[src/rtl/intr_ctrl_multi.sv]
// Multi-source interrupt controller: synchronises N_CH lines, latches edge or level requests,
// masks and arbitrates them, and presents one vectored request at a time to the core.
module intr_ctrl_multi #(
  parameter int unsigned       N_CH        = 4,
  parameter int unsigned       ADDR_W      = 8,
  parameter logic [ADDR_W-1:0] VEC_BASE    = 8'h01,
  parameter int unsigned       VEC_STRIDE  = 1,
  parameter logic [N_CH-1:0]   EDGE_MODE   = {N_CH{1'b1}},
  parameter bit                ROUND_ROBIN = 1'b0,
  parameter int unsigned       SYNC_STAGES = 2,
  parameter logic [N_CH-1:0]   MASK_RST    = {N_CH{1'b0}},
  localparam int unsigned      ID_W        = (N_CH > 1) ? $clog2(N_CH) : 1
) (
  input  logic              clk,
  input  logic              rst,
  input  logic [N_CH-1:0]   irq_in,
  input  logic              mask_we,
  input  logic [N_CH-1:0]   mask_wdata,
  input  logic              intr_ack,
  input  logic              rti_done,
  output logic              intr_req,
  output logic [ADDR_W-1:0] intr_vec,
  output logic [ID_W-1:0]   active_id,
  output logic [N_CH-1:0]   pending,
  output logic [N_CH-1:0]   mask,
  output logic              in_service
);

  localparam logic [1:0] StIdle = 2'd0;
  localparam logic [1:0] StReq  = 2'd1;
  localparam logic [1:0] StSvc  = 2'd2;

  logic [1:0]                       state_q, state_d;
  logic [SYNC_STAGES-1:0][N_CH-1:0] sync_q, sync_d;
  logic [N_CH-1:0]                  irq_hist_q, irq_hist_d;
  logic [N_CH-1:0]                  pending_q, pending_d;
  logic [N_CH-1:0]                  mask_q, mask_d;
  logic [ID_W-1:0]                  active_id_q, active_id_d;
  logic [ID_W-1:0]                  rr_ptr_q, rr_ptr_d;
  logic [ADDR_W-1:0]                intr_vec_q, intr_vec_d;

  logic [N_CH-1:0] irq_s;
  logic [N_CH-1:0] eligible;
  logic [N_CH-1:0] ack_clr;
  logic [ID_W-1:0] win_id;
  logic            win_vld;
  logic            ack_take;

  assign irq_s      = sync_q[SYNC_STAGES-1];
  assign irq_hist_d = irq_s;
  assign eligible   = pending_q & ~mask_q;
  assign ack_take   = (state_q == StReq) && intr_ack;
  assign mask_d     = mask_we ? mask_wdata : mask_q;

  always_comb begin
    sync_d    = '0;
    sync_d[0] = irq_in;
    for (int unsigned s = 1; s < SYNC_STAGES; s++) begin
      sync_d[s] = sync_q[s-1];
    end
  end

  // A fresh edge in the ack cycle re-sets the bit, so no edge is ever lost.
  always_comb begin
    ack_clr   = '0;
    pending_d = '0;
    for (int unsigned i = 0; i < N_CH; i++) begin
      ack_clr[i] = ack_take && (active_id_q == ID_W'(i));
      if (EDGE_MODE[i]) begin
        pending_d[i] = (irq_s[i] & ~irq_hist_q[i]) | (pending_q[i] & ~ack_clr[i]);
      end else begin
        pending_d[i] = irq_s[i];
      end
    end
  end

  // Scan from the rotating pointer in RR mode, from index 0 otherwise.
  always_comb begin
    int unsigned idx;
    idx     = 0;
    win_vld = 1'b0;
    win_id  = '0;
    for (int unsigned k = 0; k < N_CH; k++) begin
      idx = ROUND_ROBIN ? ((32'(rr_ptr_q) + k) % N_CH) : k;
      if (!win_vld && eligible[idx]) begin
        win_vld = 1'b1;
        win_id  = ID_W'(idx);
      end
    end
  end

  always_comb begin
    state_d     = state_q;
    active_id_d = active_id_q;
    intr_vec_d  = intr_vec_q;
    rr_ptr_d    = rr_ptr_q;
    case (state_q)
      StIdle: begin
        if (win_vld) begin
          state_d     = StReq;
          active_id_d = win_id;
          intr_vec_d  = VEC_BASE + ADDR_W'(32'(win_id) * VEC_STRIDE);
        end
      end
      StReq: begin
        if (intr_ack) begin
          state_d = StSvc;
          if (ROUND_ROBIN) begin
            rr_ptr_d = ID_W'((32'(active_id_q) + 1) % N_CH);
          end
        end else if (!eligible[active_id_q]) begin
          state_d = StIdle;
        end
      end
      StSvc: begin
        if (rti_done) begin
          state_d = StIdle;
        end
      end
      default: state_d = StIdle;
    endcase
  end

  always_ff @(posedge clk) begin
    if (rst) begin
      state_q     <= StIdle;
      sync_q      <= '0;
      irq_hist_q  <= '0;
      pending_q   <= '0;
      mask_q      <= MASK_RST;
      active_id_q <= '0;
      rr_ptr_q    <= '0;
      intr_vec_q  <= VEC_BASE;
    end else begin
      state_q     <= state_d;
      sync_q      <= sync_d;
      irq_hist_q  <= irq_hist_d;
      pending_q   <= pending_d;
      mask_q      <= mask_d;
      active_id_q <= active_id_d;
      rr_ptr_q    <= rr_ptr_d;
      intr_vec_q  <= intr_vec_d;
    end
  end

  assign intr_req   = (state_q == StReq);
  assign in_service = (state_q == StSvc);
  assign intr_vec   = intr_vec_q;
  assign active_id  = active_id_q;
  assign pending    = pending_q;
  assign mask       = mask_q;

endmodule
[config.mk]
export PLATFORM = sky130hd
export DESIGN_NAME = intr_ctrl_multi
export DESIGN_NICKNAME = d
export VERILOG_FILES = /design/src/rtl/intr_ctrl_multi.sv
export SDC_FILE = /design/constraint.sdc
export NUM_CORES = 1
export LEC_CHECK = 0
export CORE_ASPECT_RATIO = 1.1
export CORE_MARGIN = 3
export CORE_UTILIZATION = 48
export CTS_CLUSTER_SIZE = 14
export DETAILED_ROUTE_END_ITERATION = 8
export PLACE_DENSITY = 0.82
export SYNTH_ARGS = -nofsm -noshare
export SYNTH_HDL_FRONTEND = slang
export SYNTH_SLANG_ARGS = --single-unit
[constraint.sdc]
create_clock -name clk -period 2.8 [get_ports clk]
set_input_delay 0.56 -clock clk [delete_from_list [all_inputs] [get_ports clk]]
set_output_delay 0.56 -clock clk [all_outputs]
set_load 0.01 [all_outputs]
# Yosys cells after proc, flatten, opt, wreduce, memory -nomap -nowiden
# Index checks and enable logic that the tools add are counted.
dict set report classes {
  muxes 14
  bitwise 22
  n_reduce_logical 15
  addsub 1
  n_mul 0
  n_eq_ne 8
  n_shift 0
  magnitude_cmp 1
  div_mod_pow 0
}
# cell n
set op_table {}
lappend op_table {{2-to-1 mux 2 bit} 6}
lappend op_table {{bitwise AND 1 bit} 8}
lappend op_table {{logical AND 1 bit} 8}
lappend op_table {{inverter 1 bit} 8}
lappend op_table {{equality test 2 bit (second input constant)} 3}
lappend op_table {{2-to-1 mux 1 bit} 6}
lappend op_table {{one-hot mux 2 bit (3 select lines)} 1}
lappend op_table {{bitwise AND 4 bit} 1}
lappend op_table {{equality test 2 x 1 -> 1 bit (second input constant)} 2}
lappend op_table {{zero test 2 bit} 2}
lappend op_table {{!= test 2 bit (second input constant)} 2}
lappend op_table {{inverter 4 bit} 1}
lappend op_table {{bitwise OR 1 bit} 4}
lappend op_table {{adder 1 x 2 -> 3 bit (first input constant)} 1}
lappend op_table {{zero test 1 bit} 3}
lappend op_table {{< comparator 2 x 3 -> 1 bit (second input constant)} 1}
lappend op_table {{!= test 3 bit (second input constant)} 1}
lappend op_table {{AND reduction 3 bit} 1}
lappend op_table {{binary-select mux 1 bit (select 2 bit)} 1}
lappend op_table {{AND reduction 2 bit} 1}
dict set report word_totals {
  input_bits 13
  out_inout_bits 20
  latchBits 0
  memories 0
  regBits 32
  ramBits 0
  elab_cells 69
  romBits 0
}

# Longest topological paths before layout
# Gate-level depths: netlist of the first run.
dict set report logic_depth {
  depth_word 14
  mapped_depth 6
  mapped_depth_nobuf 6
}

# Worst setup path before layout of the first run
# No wires, ideal clock.
dict set report synth_timing {
  path_kind {register -> register}
  start {register pending_q[3] (netlist: pending[3])}
  end {register intr_vec_q[1] (netlist: intr_vec[1])}
  n_path_buf 0
  slack_ps 1374
  setup_ps 120
  arrival_time_ps 1306
  required_ps 2680
  stages_incl_launch_ff 7
  synth_period_minus_slack_ps 1426
  cell_sequence {dfxtp_1 > nor2b_1 > a21o_1 > and2_1 > ha_1 > nand2_1 > mux2i_1}
}
dict set report synth_between {
  elab_chain_cells 4
  elab_cells_between_ends 6
  cone_classes {1 x add/sub; 2 x mux; 1 x bitwise; 2 x reduce/logical}
}
# element line
set synth_rtl {}
lappend synth_rtl {{start: declaration} 36} ;# logic [N_CH-1:0] pending_q, pending_d;
lappend synth_rtl {{start signal: assignment} 138} ;# pending_q <= pending_d;
lappend synth_rtl {{bitwise AND 4 bit} 51} ;# assign eligible = pending_q & ~mask_q;
lappend synth_rtl {{logical AND 1 bit} 85} ;# if (!win_vld && eligible[idx]) begin
lappend synth_rtl {{2-to-1 mux 2 bit} 85}
lappend synth_rtl {{named net win_id[0]} 45} ;# logic [ID_W-1:0] win_id;
lappend synth_rtl {{adder 1 x 2 -> 3 bit} 102} ;# intr_vec_d = VEC_BASE + ADDR_W'(32'(win_id) * VEC_STRIDE);
lappend synth_rtl {{end signal: assignment} 142} ;# intr_vec_q <= intr_vec_d;
lappend synth_rtl {{end: declaration} 40} ;# logic [ADDR_W-1:0] intr_vec_q, intr_vec_d;
# The timed path passes the listed nets, and every way through them passes these cells.
# A chain may end at the register's enable or synchronous reset.

# Final worst setup path of the first run
dict set report layout_timing {
  start {register state_q[1]}
  end {output port in_service}
}
dict set report layout_between {
  elab_chain_cells 1
}
# element line
set layout_rtl {}
lappend layout_rtl {{start: declaration} 33} ;# logic [1:0] state_q, state_d;
lappend layout_rtl {{start signal: assignment} 126} ;# state_q <= StIdle;
lappend layout_rtl {{start signal: assignment} 135} ;# state_q <= state_d;
lappend layout_rtl {{equality test 2 bit} 147} ;# assign in_service = (state_q == StSvc);
lappend layout_rtl {{end: declaration} 26} ;# output logic in_service
# No other way between the ends.

==> flow_summary.ini, run 1 <==
[power]
clkPwrFrac_pct = 23.1
combPwrFrac_pct = 18.2
p_leak_nw = 0.533
p_per_area_nw_per_um2 = 518
power_switching_mw = 0.187
p_total_mw = 0.722
ir_drop_mv = 0.378
pwr-share-seq_pct = 58.7
netSwitchingFraction_pct = 26.0
power.internal_mw = 0.535

[critical_path]
end_kind = output port
crit_start = state_q[1]$_SDFFE_PP0P_
r2r_slack_ns = 1.25
worstReg2RegEnd = intr_vec[1]$_SDFFE_PP0P_
slowest_stage = clkdlybuf4s50_1
cp.arrival_ns = 1.48
setup.worst_path.class = reg2out
cpPeakStageDelay_ns = 0.56
reg2regPathDepth = 6
endpoint = in_service
required_ns = 2.24
critPathLaunchType = flip-flop
crit_chain = nor2b_1 > clkdlybuf4s50_1
reg2reg_from = pending[3]$_SDFF_PP0_
path_max_fanout = 6

[floorplan]
die_y_um = 55.9
dieArea_sq_um = 2880
start_util_pct = 52.2
core_sq_um = 2080
rows = 17
die_w_um = 51.4
io_pins = 33

[routing]
vias = 837
drtAntennaViolNets = 0
drt_iter0_markers = 15
vias_per_cell = 5.01
drt_pre_antenna_iters = 4
wl_mm = 2.09
wl_per_cell_um = 12.5
drc = 0

[clock_network]
holdBufCountCts = 0
cts_buffer_depth = 2
clock-sinks = 27
root_buffer = clkbuf_4
cts_buffers = 3
ctsHtreeMaxLevel = 1
post_cts_resize_count = 0
clkTransAtPathRegs_ns = 0.14
cts_tree = done
clock_latency_ns = 0.32
postCtsSetupRepairBufs = 0

[synthesis]
synth.cell_area_sq_um = 1090
synth.distinct_cells = 31
synthTopCellsByCount = dfxtp_1, nor2b_1, nor2_1
ys.flop_type = dfxtp_1
synthesis.instances = 112
synth-seq-area-share_pct = 49.7
synth_most_common_cell = dfxtp_1
async_flop_share_pct = 0
ys_top_cells_by_area = dfxtp_1, nor2b_1, mux2i_1
synth_top_area_share_pct = 49.7
synth-edff-count = 0
avgSynthCellArea_sq_um = 9.72
synth_seq_cells = 27
ys_warn_count = 0
yosys.area.top_type = dfxtp_1

[finish]
diodes = 0
final_nets = 154
synthToLayoutAreaGrowth_pct = 27.9
drive_gt1_share_pct = 5.76
nFillCells = 188

[placed_design]
io_buffers = 27
dp_hpwl_mm = 1.62
gp_congestion = 0.878

[timing]
fmax_mhz = 490
fin_crit_sh_pct = 72.9
finalHoldViolCount = 0
setup_violations = 0
timing.setup.tns_ns = 0
rsz0062_at_grt = false
slew_violations = 0
fin_crit_ns = 2.04
skew_ns = 0.00298

[global_routing]
grt_pass1_wl_mm = 3.42
grt_use_total_pct = 15.2
grt_max_degree = 22
gr-total-overflow = 0
grt_pass1_vias = 819
antenna_found_initial = 0

[worst_hold_path]
hold_class = reg2reg

[flow_run]
cap_viol_max_count = 0

[status]
outcome = finished, final reports clean
-- cell usage in the layout, fill, tap and decap left out, types with 2 or more instances in the layout --
cell	n
nor2b_1	19
nor2_1	9
conb_1	5
nand2b_1	8
o31ai_1	2
o21ai_0	3
clkdlybuf4s50_1	27
inv_1	2
mux2i_1	6
clkbuf_4	3
dfxtp_1	27
a21oi_1	5
nand2_1	5
-- metal layers --
layer	global-route usage, %	vias up	part of all wire (%)	wire length, um
li1	-	421	-	-
met1	18.0	381	41	864
met2	26.4	35	50	1040
met3	2.95	0	8.6	179
met4	5.62	0	0	0
met5	0	-	0	0
-- sequential cells by signal, indices dropped and copies added, names as in the netlist --
signal,flops
active_id,2
intr_vec,3
irq_hist_d,4
irq_hist_q,4
mask,4
pending,4
state_q,2
sync_d,4
-- power groups by stage --
stage               registers (mW)  clock network, mW  logic (mW)
detailed placement           0.432                  0       0.131
floorplan                    0.434                  0      0.0737
CTS                          0.424              0.174       0.132
global placement             0.432                  0       0.129
global route                 0.427              0.187       0.144
finish                       0.424              0.167       0.131
-- how the worst min path moves through the flow --
stage / from / endpoint / slack, ns / cells after the start
global route: sync_d[6]$_SDFF_PP0_ / irq_hist_d[2]$_SDFF_PP0_ / 0.47 / 1
floorplan: sync_d[4]$_SDFF_PP0_ / irq_hist_d[0]$_SDFF_PP0_ / 0.41 / 1
finish: sync_d[4]$_SDFF_PP0_ / irq_hist_d[0]$_SDFF_PP0_ / 0.46 / 1
global placement: sync_d[4]$_SDFF_PP0_ / irq_hist_d[0]$_SDFF_PP0_ / 0.42 / 1
detailed placement: sync_d[6]$_SDFF_PP0_ / irq_hist_d[2]$_SDFF_PP0_ / 0.43 / 1
CTS: sync_d[6]$_SDFF_PP0_ / irq_hist_d[2]$_SDFF_PP0_ / 0.46 / 1
-- kinds of logic after synthesis --
kind of cell             Yosys count  synth area share (%)
other                              1                 0.344
multiplexers                       6                  5.52
adder cells (fa/ha/maj)            1                  1.15
AO/OA/AOI/OAI                     19                  13.1
buffers and inverters             11                  5.63
flip-flops                        27                  49.7
AND/OR/NAND/NOR                   47                  24.6
-- through the flow --
step / util [%] / setup WS, ns / hold slack (ns) / cells / cell area [sq um]
CTS: 66.8 / 0.739 / 0.459 / 167 / 1390
global placement: 65.4 / 1.12 / 0.419 / 163 / 1360
floorplan: - / 1.37 / 0.414 / 116 / 1100
finish: 66.8 / 0.760 / 0.463 / 167 / 1390
global route: 66.8 / 0.647 / 0.468 / 167 / 1390
detailed placement: 65.4 / 1.04 / 0.433 / 163 / 1360
-- area by class of cell --
class	instances	area, sq um	area share, %
repair buffers	28	278	19.9
multi-input cells	78	502	36.0
flip-flops and latches	27	541	38.8
clock buffers	3	22.5	1.62
inverters	2	7.51	0.539
clock inverters	1	7.51	0.539
well taps	28	35.0	2.52
-- critical path, delay by kind of cell (launching register included) --
kind	cells	cell delay (ns)
buf+inv	1	0.56
flops	1	0.42
simple gates	1	0.19
Note: power is estimated with default switching activity, not from simulation.
==> inputs of run 2 (changes only) <==
--- a/config.mk
+++ b/config.mk
@@ -7,10 +7,10 @@
 export LEC_CHECK = 0
 export CORE_ASPECT_RATIO = 1.1
 export CORE_MARGIN = 3
-export CORE_UTILIZATION = 48
+export CORE_UTILIZATION = 41
 export CTS_CLUSTER_SIZE = 14
 export DETAILED_ROUTE_END_ITERATION = 8
-export PLACE_DENSITY = 0.82
+export PLACE_DENSITY = 0.74
 export SYNTH_ARGS = -nofsm -noshare
 export SYNTH_HDL_FRONTEND = slang
 export SYNTH_SLANG_ARGS = --single-unit
==> constraint.sdc (replaced) <==
create_clock -name clk -period 1.8 [get_ports clk]
set_input_delay 0.36 -clock clk [delete_from_list [all_inputs] [get_ports clk]]
set_output_delay 0.36 -clock clk [all_outputs]
set_load 0.01 [all_outputs]
==> run 2 against run 1 <==
  * Routed wire length is 1.7% lower
  * Critical path depth shrank 1
  * Largest power group unchanged
  * Global-route usage fell by 1.1 points
  * Core utilization decreased by 7.4 points
  * Setup slack lost 0.65 ns
  * Via count rose by 0.36%
  * Non-clock buffer count rose by 2
==> flow_summary.ini, run 2 (synthesized netlist as in run 1, its figures left out) <==
[routing]
drt_iter0_markers = 13
vias_per_cell = 4.91
drc = 0
met2_length_um = 950
wl_met1_um = 876
met3_length_um = 208
drtAntennaViolNets = 0
drt_pre_antenna_iters = 4
vias = 840
wl_mm = 2.05
wl_per_cell_um = 12.0
highest_layer = met4

[clock_network]
postCtsSetupRepairBufs = 0
clock-sinks = 27
holdBufCountCts = 0
cts_tree = done
root_buffer = clkbuf_4
clkTransAtPathRegs_ns = 0.15
clock_latency_ns = 0.32
cts_buffers = 3
cts_buffer_depth = 2
ctsHtreeMaxLevel = 1

[placed_design]
place_area_sq_um = 1380
io_buffers = 27
dp_hpwl_mm = 1.63
gp_congestion = 0.921

[worst_hold_path]
worstHoldEndpoint = irq_hist_d[1]$_SDFF_PP0_
holdPathStages = 1
hold_class = reg2reg
min-delay-start = sync_d[5]$_SDFF_PP0_

[timing]
setup_violations = 0
fin_crit_sh_pct = 93.9
holdWs_ns = 0.457
timing.setup.tns_ns = 0
fmax_mhz = 592
slew_violations = 0
fin_crit_ns = 1.69
skew_ns = 0.00124
rsz0062_at_grt = false
finalHoldViolCount = 0

[critical_path]
cp.arrival_ns = 1.33
crit_buf_inv = 1
setup.worst_path.class = reg2out
reg2reg_from = pending[1]$_SDFF_PP0_
r2r_slack_ns = 0.32
reg2regPathDepth = 6
crit_chain = clkdlybuf4s50_1
crit_family = buffers and inverters
path_max_fanout = 4
cpPeakStageDelay_ns = 0.57
required_ns = 1.44
end_kind = output port
critPathLaunchType = flip-flop
worstReg2RegEnd = intr_vec[1]$_SDFFE_PP0P_
slowest_stage = clkdlybuf4s50_1

[floorplan]
die_w_um = 55.1
start_util_pct = 45.6
rows = 18
dieArea_sq_um = 3310
die_y_um = 60.0
io_pins = 33
core_sq_um = 2390

[global_routing]
antenna_found_initial = 0
grt_max_degree = 18
grt_pass1_vias = 836
grt_use_total_pct = 14.1
grt_pass1_wl_mm = 3.38
gr-total-overflow = 0

[finish]
diodes = 0
multi_input_area_sq_um = 502
final_cell_mix = clkdlybuf4s50_1, dfxtp_1, nor2b_1
synthToLayoutAreaGrowth_pct = 30.2
seq_area_sq_um = 546
final_area_sq_um = 1420
nFillCells = 229
final_nets = 156
drive_gt1_share_pct = 9.93
mostFrequentLayoutCell = clkdlybuf4s50_1
fin_util_pct = 59.4

[power]
p_leak_nw = 0.571
ir_drop_mv = 0.565
p_per_area_nw_per_um2 = 803
p_total_mw = 1.14

[flow_run]
cap_viol_max_count = 0

[status]
outcome = finished, final reports clean
-- run 2: changes by cell type in the layout (fill, tap and decap cells not counted), sizes merged --
| cell | delta |
|---|---|
| clkdlybuf4s50 | -2 |
| dlymetal6s2s | +1 |
| dlygate4sd2 | +1 |
| clkinvlp | -1 |
| inv | +1 |
| buf | +2 |
-- run 2: timing repair --
action | 4_1_cts | 5_1_grt
endpoints found under the setup margin | 2 | 3
resized for setup | 3 | 3
endpoints found under the hold margin | 0 | 0
-- run 2: report_power, final --
| group | total, mW | switching, mW | internal, mW |
|---|---|---|---|
| Clock | 0.272 | 0.181 | 0.0905 |
| Sequential | 0.662 | 0.0283 | 0.633 |
| Combinational | 0.205 | 0.0888 | 0.117 |
| Total | 1.14 | 0.298 | 0.841 |
-- run 2: metal layers --
metal	GRT usage, %	vias to the layer above
li1	-	426
met1	17.0	377
met2	22.5	35
met3	3.49	2
met4	7.64	0
met5	0	-
-- run 2: final cells by class --
class,instances,share of cell area [%]
sequential,27,38.5
multi-input combinational,78,35.4
timing repair buffer,30,20.7
tap,30,2.65
clock buffer,3,1.59
clock inverter,1,0.618
inverter,2,0.530
-- run 2: per-stage QoR --
| stage | std cells | setup WS, ns |
|---|---|---|
| floorplan | 116 | 0.374 |
| global placement | 167 | 0.279 |
| detailed placement | 167 | 0.239 |
| CTS | 171 | 0.0124 |
| global route | 171 | 0.0244 |
| finish | 171 | 0.110 |
-- run 2: how the worst max path moves through the flow --
stage / depth (start not counted) / end / start / slack [ns]
after floorplan: 6 / intr_vec[1]$_SDFFE_PP0P_ / pending[3]$_SDFF_PP0_ / 0.37
after global placement: 3 / active_id[0]$_SDFFE_PP0P_ / rst / 0.28
after detailed placement: 3 / active_id[0]$_SDFFE_PP0P_ / rst / 0.24
after CTS: 1 / active_id[0] / active_id[0]$_SDFFE_PP0P_ / 0.01
after global routing: 1 / mask[0] / mask[0]$_SDFFE_PP0P_ / 0.02
final: 1 / mask[0] / mask[0]$_SDFFE_PP0P_ / 0.11
